==> src/rtl/freq_meas_pkg.sv <==
// -----------------------------------------------------------------------------
// freq_meas_pkg
// Shared definitions for the frequency-meter measurement sequencer:
//   - FSM state encoding (IDLE/CLR/GATE/SETTLE/LATCH/HOLD)
//   - gate range codes
//   - gate-length function of range and system clock frequency
//   - timer width helpers
// -----------------------------------------------------------------------------
package freq_meas_pkg;

    typedef enum logic [2:0] {
        ST_IDLE   = 3'd0,
        ST_CLR    = 3'd1,
        ST_GATE   = 3'd2,
        ST_SETTLE = 3'd3,
        ST_LATCH  = 3'd4,
        ST_HOLD   = 3'd5
    } meas_state_e;

    localparam logic [1:0] RNG_1S     = 2'd0;
    localparam logic [1:0] RNG_100MS  = 2'd1;
    localparam logic [1:0] RNG_10MS   = 2'd2;
    localparam logic [1:0] RNG_1S_ALT = 2'd3;

    localparam int unsigned CLK_HZ_DEF = 32'd50_000_000;
    localparam int unsigned TMR_W      = $clog2(CLK_HZ_DEF);

    // Gate length in system clock cycles; code 3 is treated as the 1 s gate.
    function automatic int unsigned gate_len(input logic [1:0] rng, input int unsigned clk_hz);
        case (rng)
            RNG_1S:     gate_len = clk_hz;
            RNG_100MS:  gate_len = clk_hz / 32'd10;
            RNG_10MS:   gate_len = clk_hz / 32'd100;
            RNG_1S_ALT: gate_len = clk_hz;
            default:    gate_len = clk_hz;
        endcase
    endfunction

    // Next shorter gate used when an overflowed measurement is retried.
    function automatic logic [1:0] next_shorter(input logic [1:0] rng);
        case (rng)
            RNG_100MS: next_shorter = RNG_10MS;
            RNG_10MS:  next_shorter = RNG_10MS;
            default:   next_shorter = RNG_100MS;
        endcase
    endfunction

    // The timer is shared by GATE and HOLD, so it must hold the larger load.
    function automatic int unsigned tmr_width(input int unsigned clk_hz, input int unsigned hold_cyc);
        int unsigned m;
        m = (clk_hz > hold_cyc) ? clk_hz : hold_cyc;
        tmr_width = $clog2(m) + 32'd1;
    endfunction

endpackage

==> src/rtl/freq_gate_timer.sv <==
// -----------------------------------------------------------------------------
// freq_gate_timer
// Loadable down-counter shared by the GATE and HOLD states.
// Ports:
//   clk        - system clock
//   rst        - asynchronous active-low reset (count -> 0)
//   i_load     - load i_load_val (has priority over i_en)
//   i_load_val - value to load
//   i_en       - decrement by one while the count is non-zero
//   o_zero     - count equals zero
// -----------------------------------------------------------------------------
module freq_gate_timer
    import freq_meas_pkg::*;
#(
    parameter int unsigned W = TMR_W
) (
    input  logic         clk,
    input  logic         rst,
    input  logic         i_load,
    input  logic [W-1:0] i_load_val,
    input  logic         i_en,
    output logic         o_zero
);

    logic [W-1:0] r_cnt;

    // Down-counter register: load, decrement towards zero, or hold.
    always_ff @(posedge clk or negedge rst) begin
        if (!rst) begin
            r_cnt <= {W{1'b0}};
        end else if (i_load) begin
            r_cnt <= i_load_val;
        end else if (i_en && (r_cnt != {W{1'b0}})) begin
            r_cnt <= r_cnt - {{(W-1){1'b0}}, 1'b1};
        end else begin
            r_cnt <= r_cnt;
        end
    end

    assign o_zero = (r_cnt == {W{1'b0}});

endmodule

==> src/rtl/freq_meas_seq.sv <==
// -----------------------------------------------------------------------------
// freq_meas_seq
// Measurement sequencer for the frequency meter: clears the BCD pulse counter,
// opens a gate window of CLK_HZ, CLK_HZ/10 or CLK_HZ/100 cycles, lets the count
// settle, then strobes the display register. Single-shot or continuous.
//
// Optional feature (macro AUTORANGE_EN): an overflowed measurement on the
// 1 s / 100 ms ranges is discarded and retried on the next shorter gate.
//
// Ports:
//   clk, rst (async, active-low)
//   run        - level, continuous measurement
//   single     - one-cycle request, honoured only when idle
//   range_sel  - gate select (0 = 1 s, 1 = 100 ms, 2 = 10 ms, 3 = 1 s)
//   ovf_in     - carry-out of the most significant counter digit
//   cnt_clr    - counter clear
//   cnt_en     - counter enable (gate)
//   latch_stb  - one-cycle display capture strobe
//   busy       - sequencer not idle
//   ovf_flag   - overflow status of the last captured result
//   range_act  - range of the current / last measurement
//   meas_cnt   - completed measurements, wraps
//
// All outputs are flops decoded from the state register, so they trail the
// state by one cycle; the overflow monitor therefore watches the registered
// gate output, which is exactly the window the counter sees.
// -----------------------------------------------------------------------------
module freq_meas_seq
    import freq_meas_pkg::*;
#(
    parameter int unsigned CLK_HZ   = CLK_HZ_DEF,
    parameter int unsigned HOLD_CYC = 32'd25_000_000
) (
    input  logic       clk,
    input  logic       rst,
    input  logic       run,
    input  logic       single,
    input  logic [1:0] range_sel,
    input  logic       ovf_in,
    output logic       cnt_clr,
    output logic       cnt_en,
    output logic       latch_stb,
    output logic       busy,
    output logic       ovf_flag,
    output logic [1:0] range_act,
    output logic [7:0] meas_cnt
);

    localparam int unsigned TW = tmr_width(CLK_HZ, HOLD_CYC);

    meas_state_e r_state;
    meas_state_e w_next_state;

    logic          w_tmr_load;
    logic [TW-1:0] w_tmr_load_val;
    logic          w_tmr_en;
    logic          w_tmr_zero;
    logic          w_autostep;
    logic [1:0]    w_clr_range;

    logic          r_cnt_clr;
    logic          r_cnt_en;
    logic          r_latch_stb;
    logic          r_busy;
    logic          r_ovf_flag;
    logic [1:0]    r_range_act;
    logic [7:0]    r_meas_cnt;
    logic          r_sticky_ovf;
    logic          r_keep_range;

    freq_gate_timer #(
        .W (TW)
    ) u_timer (
        .clk        (clk),
        .rst        (rst),
        .i_load     (w_tmr_load),
        .i_load_val (w_tmr_load_val),
        .i_en       (w_tmr_en),
        .o_zero     (w_tmr_zero)
    );

`ifdef AUTORANGE_EN
    assign w_autostep = (r_state == ST_LATCH) && r_sticky_ovf && (r_range_act != RNG_10MS);
`else
    assign w_autostep = 1'b0;
`endif

    // A retry keeps the stepped range; any fresh start samples range_sel.
    assign w_clr_range = r_keep_range ? r_range_act : range_sel;

    // State register.
    always_ff @(posedge clk or negedge rst) begin
        if (!rst) begin
            r_state <= ST_IDLE;
        end else begin
            r_state <= w_next_state;
        end
    end

    // Next-state logic and timer control.
    always_comb begin
        w_next_state   = r_state;
        w_tmr_load     = 1'b0;
        w_tmr_load_val = {TW{1'b0}};
        w_tmr_en       = 1'b0;
        case (r_state)
            ST_IDLE: begin
                if (run || single) begin
                    w_next_state = ST_CLR;
                end else begin
                    w_next_state = ST_IDLE;
                end
            end
            ST_CLR: begin
                w_tmr_load     = 1'b1;
                w_tmr_load_val = TW'(gate_len(w_clr_range, CLK_HZ) - 32'd1);
                w_next_state   = ST_GATE;
            end
            ST_GATE: begin
                if (w_tmr_zero) begin
                    w_next_state = ST_SETTLE;
                end else begin
                    w_tmr_en     = 1'b1;
                    w_next_state = ST_GATE;
                end
            end
            ST_SETTLE: begin
                w_next_state = ST_LATCH;
            end
            ST_LATCH: begin
                if (w_autostep) begin
                    w_next_state = ST_CLR;
                end else if (run) begin
                    w_tmr_load     = 1'b1;
                    w_tmr_load_val = TW'(HOLD_CYC - 32'd1);
                    w_next_state   = ST_HOLD;
                end else begin
                    w_next_state = ST_IDLE;
                end
            end
            ST_HOLD: begin
                if (w_tmr_zero) begin
                    w_next_state = run ? ST_CLR : ST_IDLE;
                end else begin
                    w_tmr_en     = 1'b1;
                    w_next_state = ST_HOLD;
                end
            end
            default: begin
                w_next_state = ST_IDLE;
            end
        endcase
    end

    // Registered output decodes and measurement bookkeeping.
    always_ff @(posedge clk or negedge rst) begin
        if (!rst) begin
            r_cnt_clr    <= 1'b0;
            r_cnt_en     <= 1'b0;
            r_latch_stb  <= 1'b0;
            r_busy       <= 1'b0;
            r_ovf_flag   <= 1'b0;
            r_range_act  <= 2'd0;
            r_meas_cnt   <= 8'd0;
            r_sticky_ovf <= 1'b0;
            r_keep_range <= 1'b0;
        end else begin
            r_cnt_clr   <= (r_state == ST_CLR);
            r_cnt_en    <= (r_state == ST_GATE);
            r_latch_stb <= (r_state == ST_LATCH) && !w_autostep;
            r_busy      <= (r_state != ST_IDLE);

            if (r_state == ST_CLR) begin
                r_sticky_ovf <= 1'b0;
            end else if (r_cnt_en && ovf_in) begin
                r_sticky_ovf <= 1'b1;
            end else begin
                r_sticky_ovf <= r_sticky_ovf;
            end

            if (r_state == ST_CLR) begin
                r_range_act  <= w_clr_range;
                r_keep_range <= 1'b0;
            end else if (w_autostep) begin
                r_range_act  <= next_shorter(r_range_act);
                r_keep_range <= 1'b1;
            end else begin
                r_range_act  <= r_range_act;
                r_keep_range <= r_keep_range;
            end

            if ((r_state == ST_LATCH) && !w_autostep) begin
                r_ovf_flag <= r_sticky_ovf;
                r_meas_cnt <= r_meas_cnt + 8'd1;
            end else begin
                r_ovf_flag <= r_ovf_flag;
                r_meas_cnt <= r_meas_cnt;
            end
        end
    end

    assign cnt_clr   = r_cnt_clr;
    assign cnt_en    = r_cnt_en;
    assign latch_stb = r_latch_stb;
    assign busy      = r_busy;
    assign ovf_flag  = r_ovf_flag;
    assign range_act = r_range_act;
    assign meas_cnt  = r_meas_cnt;

endmodule

==> config.mk <==
export PLATFORM = sky130hd
export DESIGN_NAME = freq_meas_seq
export DESIGN_NICKNAME = d
export VERILOG_FILES = /design/src/rtl/freq_meas_pkg.sv /design/src/rtl/freq_gate_timer.sv /design/src/rtl/freq_meas_seq.sv
export SDC_FILE = /design/constraint.sdc
export NUM_CORES = 1
export LEC_CHECK = 0
export CORE_MARGIN = 1.5
export CORE_UTILIZATION = 30
export DETAILED_ROUTE_END_ITERATION = 7
export GPL_TIMING_DRIVEN = 0
export SETUP_SLACK_MARGIN = 0.5
export SYNTH_ARGS = -nofsm -noshare
export SYNTH_HDL_FRONTEND = slang
export SYNTH_SLANG_ARGS = --single-unit
==> constraint.sdc <==
create_clock -name clk -period 3.4 [get_ports clk]
set_clock_uncertainty 0.15 [all_clocks]
set_input_delay 0.68 -clock clk [delete_from_list [all_inputs] [get_ports clk]]
set_output_delay 0.68 -clock clk [all_outputs]
set_load 0.01 [all_outputs]
# Word level (Yosys, flattened, before mapping)
# Cells that the tools add are included.
# word_totals
output_inout_bits,15
ff_bits,46
input_bits,7
elab_cells,51
# op_classes
reduce_logical,12
n_addsub,3
mux,18
eq_ne,8
# op_table
op,n
$mux W27,3
$pmux W27 S3,1
$pmux W27 S2,1
$sub A27 B1 Y27 const B,2
$logic_not A27 Y1,1
$reduce_bool A27 Y1,1
$mux W25,1
$pmux W3 S6,1
$add A8 B1 Y8 const B,1
$mux W1,8
$eq A3 B2 Y1 const B,2
$eq A3 B3 Y1 const B,2
$mux W3,2
$eq A2 B2 Y1 const B,2
$reduce_bool A2 Y1,2
$reduce_or A2 Y1,2
$eq A3 B1 Y1 const B,1
$logic_not A3 Y1,1
$reduce_bool A3 Y1,1
$eq A2 B1 Y1 const B,1
$logic_and A1 B1 Y1,2
$logic_not A2 Y1,1
$pmux W1 S2,1
$logic_or A1 B1 Y1,1

# Depth between registers and ports, before layout
# depth
ltp_word,7
mapped_depth,9
ltp_nobuf,7

# Cells and area by module
# Synthesis repeated with hierarchy kept, for this count alone.
# hier_totals
hier_cells,296
hier_area_um2,2781.4
# by_module_without_submodules
mod,n_inst,cells_per_inst,seq_area_each_um2,area_per_inst_um2
freq_gate_timer,1,199,675.6,1821.7
freq_meas_seq,1,97,475.5,959.7

# Worst setup path before layout
# No wires, ideal clock.
# synth_path
path_kind,register -> register
start,reg u_timer.r_cnt[0]
end,reg u_timer.r_cnt[24]
stages_incl_launch_ff,9
arrival_ns,2.194
required_ns,3.128
setup_slack_ns,0.935
synth_period_minus_slack_ns,2.465
setup_ns,0.122
cell_sequence,dfrtp_1 inv_1 ha_1 nor3b_1 and4b_1 buf_2 nand3_1 or4_1 a32o_1
# synth_between
elab_chain_cells,5
elab_cells_between_ends,9
classes_between,1 x add/sub; 4 x mux; 4 x reduce/logical
# synth_rtl
element,line_no,rtl
start: declaration,freq_gate_timer.sv:25,logic [W-1:0] r_cnt;
start signal: assignment,freq_gate_timer.sv:30,r_cnt <= {W{1'b0}};
start signal: assignment,freq_gate_timer.sv:32,r_cnt <= i_load_val;
start signal: assignment,freq_gate_timer.sv:34,"r_cnt <= r_cnt - {{(W-1){1'b0}}, 1'b1};"
branches (longest 5 deep; another with $sub A27 B1 Y27),-,
# Several ways; the timed one is not identified. The select of a mux whose other input is x is not followed.
# A chain may end at the register's enable or synchronous reset.

# Final worst setup path
# layout_path
start,reg u_timer.r_cnt[12]
end,reg u_timer.r_cnt[15]
# Same word-level chain as after synthesis.

==> impl_results.md <==
* Slew @ Worst Pin at 0.758 ns
* Mapped Area at 0.00257 mm2
* Synth Register Bits at 46
* Antenna cell count at 0
* Latest clock arrival within the worst-skew pair at 0.30 ns
* Asr flop ratio synth at 1.00
* Status: complete, no violations
* Post-DR vias/cell at 5.68
* Synthesis Warnings at 0
* Prevailing post-synth register cell: dfrtp_1
* Tmin final at 2.73 ns
* WL final at 6730 um
* Global-route wire length before repair at 11,300 um
* Non-Filler Instances at 400
* Routed len/inst at 16.8 um
* Final global-route overflow total at 0
* Mean post-synth cell area at 9.69 um2
* DR pass1 iterations at 4
* Dpl cells at 392
* Die width at 95.5 um
* Tot GR Track Use at 0.161
* Post-DP HPWL at 4760 um
* Htree depth at 2
* CP max FO at 10
* CTS tree: built
* Distinct cells, synth at 65
* Clk slew on worst S/H paths at 0.09 ns
* Synth-to-Final Area Change at 19.0%
* Psw at 0.00108 W
* Comb power frac at 0.460
* Setup Crit Path Kind: register to register
* Mapped Nets at 278
* Post-route ant nets at 0
* P per Cell Area at 819 mW/mm2
* Max cap viols at 0
* Largest net degree at the start of global routing at 25
* Fmax at 367 MHz
* Core area at 0.00826 mm2
* Leakage at 1.25 nW
* Sequential cell area fraction in the yosys report at 0.448
* Power share of the clock group at 0.167
* Worst Path Arrival at 2.77 ns
* Reg power frac at 0.372
* Final count of hold timing violations at 0
* Switching share of power at 0.431
* Clock Sinks at 46
* Final setup vio count at 0
* Final Cycle Share at 0.802
* Post-synth EDFFs at 0
* Number of I/O port buffers at 21
* Starting Density at 0.311
* Worst min path class: input pin to async pin
* Setup TNS at 0 ns
* Clock Path Buffers at 2
* Gp weighted congestion at 0.923
* Number of DRC markers in iteration 0 at 159
* Worst slew margin at 0.491
* Worst IR Drop VDD at 0.267 mV
* Row Count at 33
* I/O Pins at 22
* Number of hold buffers added after CTS at 0
* Vias in the first global route at 2,221
* RSZ-0062 raised after global routing: false
* Mapped Cells at 265
* Kind of end point of the critical path: register
* Die height at 95.5 um
* Max Transition Viols Final at 0
* Int Power at 0.00142 W
* Critical Path Start Type: register
* Num CTS Buffers at 5
* CP required at 3.44 ns
* Fillers at 837
* Layout cell share with drive strength beyond 1 at 0.0915
* Total number of vias at 2,270
* Full die area at 0.00913 mm2
* Final Net Count at 307
* Root buf cell: clkbuf_8
* Initial antenna violation count at 0
* DR DRC count at 0
-- placed cells by master, fill, tap and decap left out, drive strengths merged, types with 3 or more instances in the layout --
| cell | count |
|---|---|
| clkbuf | 12 |
| nor3 | 9 |
| o31ai | 4 |
| nand4 | 8 |
| clkdlybuf4s50 | 20 |
| a31oi | 7 |
| o21a | 3 |
| o21ai | 11 |
| nor4 | 7 |
| o311ai | 3 |
| nand2 | 22 |
| mux2 | 3 |
| inv | 7 |
| nor2 | 18 |
| and3 | 5 |
| ha | 6 |
| or3 | 4 |
| mux2i | 3 |
| a21oi | 13 |
| dfrtp | 46 |
| buf | 9 |
| o22ai | 3 |
| xnor2 | 4 |
| nand3 | 9 |
| xor2 | 5 |
| or4 | 8 |
| nor3b | 4 |
-- routing by layer --
metal,track usage,part of all wire
met5,0,0
met4,0.0650,0.021
met3,0.0231,0.051
met2,0.256,0.45
met1,0.217,0.47
-- cell families (layout without fill, tap and decap cells) --
group | count (synthesis) | count (layout) | share of synthesized area
flip-flops | 46 | 46 | 0.448
XOR/XNOR | 9 | 9 | 0.0307
multiplexers | 6 | 6 | 0.0248
adder cells (fa/ha/maj) | 6 | 6 | 0.0292
AO/OA/AOI/OAI | 69 | 69 | 0.187
buffers and inverters | 21 | 51 | 0.0360
AND/OR/NAND/NOR | 108 | 108 | 0.244
-- synth_stat cells (3+ instances only) --
master / n / area share
xnor2_1: 4 / 0.014
nor2_1: 18 / 0.026
o21ai_1: 6 / 0.012
ha_1: 6 / 0.029
and3_1: 5 / 0.012
o21ai_0: 5 / 0.0097
nor3b_1: 3 / 0.0088
inv_1: 6 / 0.0088
a21oi_1: 13 / 0.025
nor4_1: 5 / 0.012
nor3_1: 8 / 0.016
a31oi_1: 7 / 0.017
o31ai_1: 4 / 0.012
nand2_1: 22 / 0.032
xor2_1: 5 / 0.017
dfrtp_1: 46 / 0.45
mux2_1: 3 / 0.013
or3_1: 4 / 0.0097
nand4_1: 8 / 0.019
nand3_1: 9 / 0.018
o22ai_1: 3 / 0.0073
or4_1: 6 / 0.018
o21a_1: 3 / 0.0088
buf_2: 5 / 0.0097
clkbuf_1: 7 / 0.010
mux2i_1: 3 / 0.012
-- registers in the layout, indices dropped and copies added (netlist names) --
signal / cells
busy: 1
cnt_clr: 1
cnt_en: 1
latch_stb: 1
meas_cnt: 8
ovf_flag: 1
r_state: 3
r_sticky_ovf: 1
range_act: 2
u_timer.r_cnt: 27
-- repair_timing --
| item | CTS | global route |
|---|---|---|
| pin swaps | 0 | 0 |
| buffers inserted | 0 | 0 |
| endpoints found under the setup margin | 4 | 5 |
| gates resized for setup | 2 | 3 |
-- critical path, stage by stage (launching register included) --
cell and delay [ns]:
dfrtp_1 0.37, clkbuf_1 0.23, nor4_2 0.36, nand4_1 0.32, o21ai_2 0.29, buf_2 0.30
nand2_1 0.27, o221a_1 0.32
-- power groups by stage --
stage / sequential, W / clock, W / combinational, W
5_1_grt: 0.000966 / 0.000446 / 0.00129
2_1_floorplan: 0.000918 / 0 / 0.000734
3_5_place_dp: 0.000933 / 0 / 0.00114
4_1_cts: 0.000929 / 0.000426 / 0.00115
3_3_place_gp: 0.000929 / 0 / 0.00113
6_report: 0.000932 / 0.000419 / 0.00115
-- path summary, 6_finish.rpt --
check                                              start                       endpoint  slack, ns  cells past startpoint
max                        u_timer.r_cnt[12]$_DFFE_PN0P_  u_timer.r_cnt[15]$_DFFE_PN0P_       0.67                      7
min                                                  rst        meas_cnt[7]$_DFFE_PN0P_       0.23                      1
max reg2reg                u_timer.r_cnt[12]$_DFFE_PN0P_  u_timer.r_cnt[15]$_DFFE_PN0P_       0.67                      7
min reg2reg                      meas_cnt[7]$_DFFE_PN0P_        meas_cnt[7]$_DFFE_PN0P_       0.33                      1
max in group asynchronous                            rst   u_timer.r_cnt[9]$_DFFE_PN0P_       2.35                      2
min in group clk                 meas_cnt[7]$_DFFE_PN0P_        meas_cnt[7]$_DFFE_PN0P_       0.33                      1
-- metrics by stage --
stage                     total power, W  area (um2)   util  setup slack, ns  hold slack, ns
final                            0.00250        3060  0.370            0.672           0.230
after CTS                        0.00250        3050  0.370            0.622           0.250
after detailed placement         0.00208        2930  0.355            0.394           0.321
after global placement           0.00206        2910  0.352            0.146           0.310
after global routing             0.00270        3060  0.370            0.504           0.277
after floorplan                  0.00165        2570      -            0.935           0.234
-- cell type report --
cell class / instances / area [um2] / share of cell area
multi-input cells: 198 / 1340 / 0.438
flip-flops and latches: 46 / 1150 / 0.376
repair buffers: 22 / 233 / 0.0761
well taps: 105 / 131 / 0.0430
clock buffers: 5 / 68.8 / 0.0225
plain buffers: 14 / 67.6 / 0.0221
clock inverters: 3 / 40.0 / 0.0131
inverters: 7 / 26.3 / 0.00859
Power figures use the tool's default switching activity.
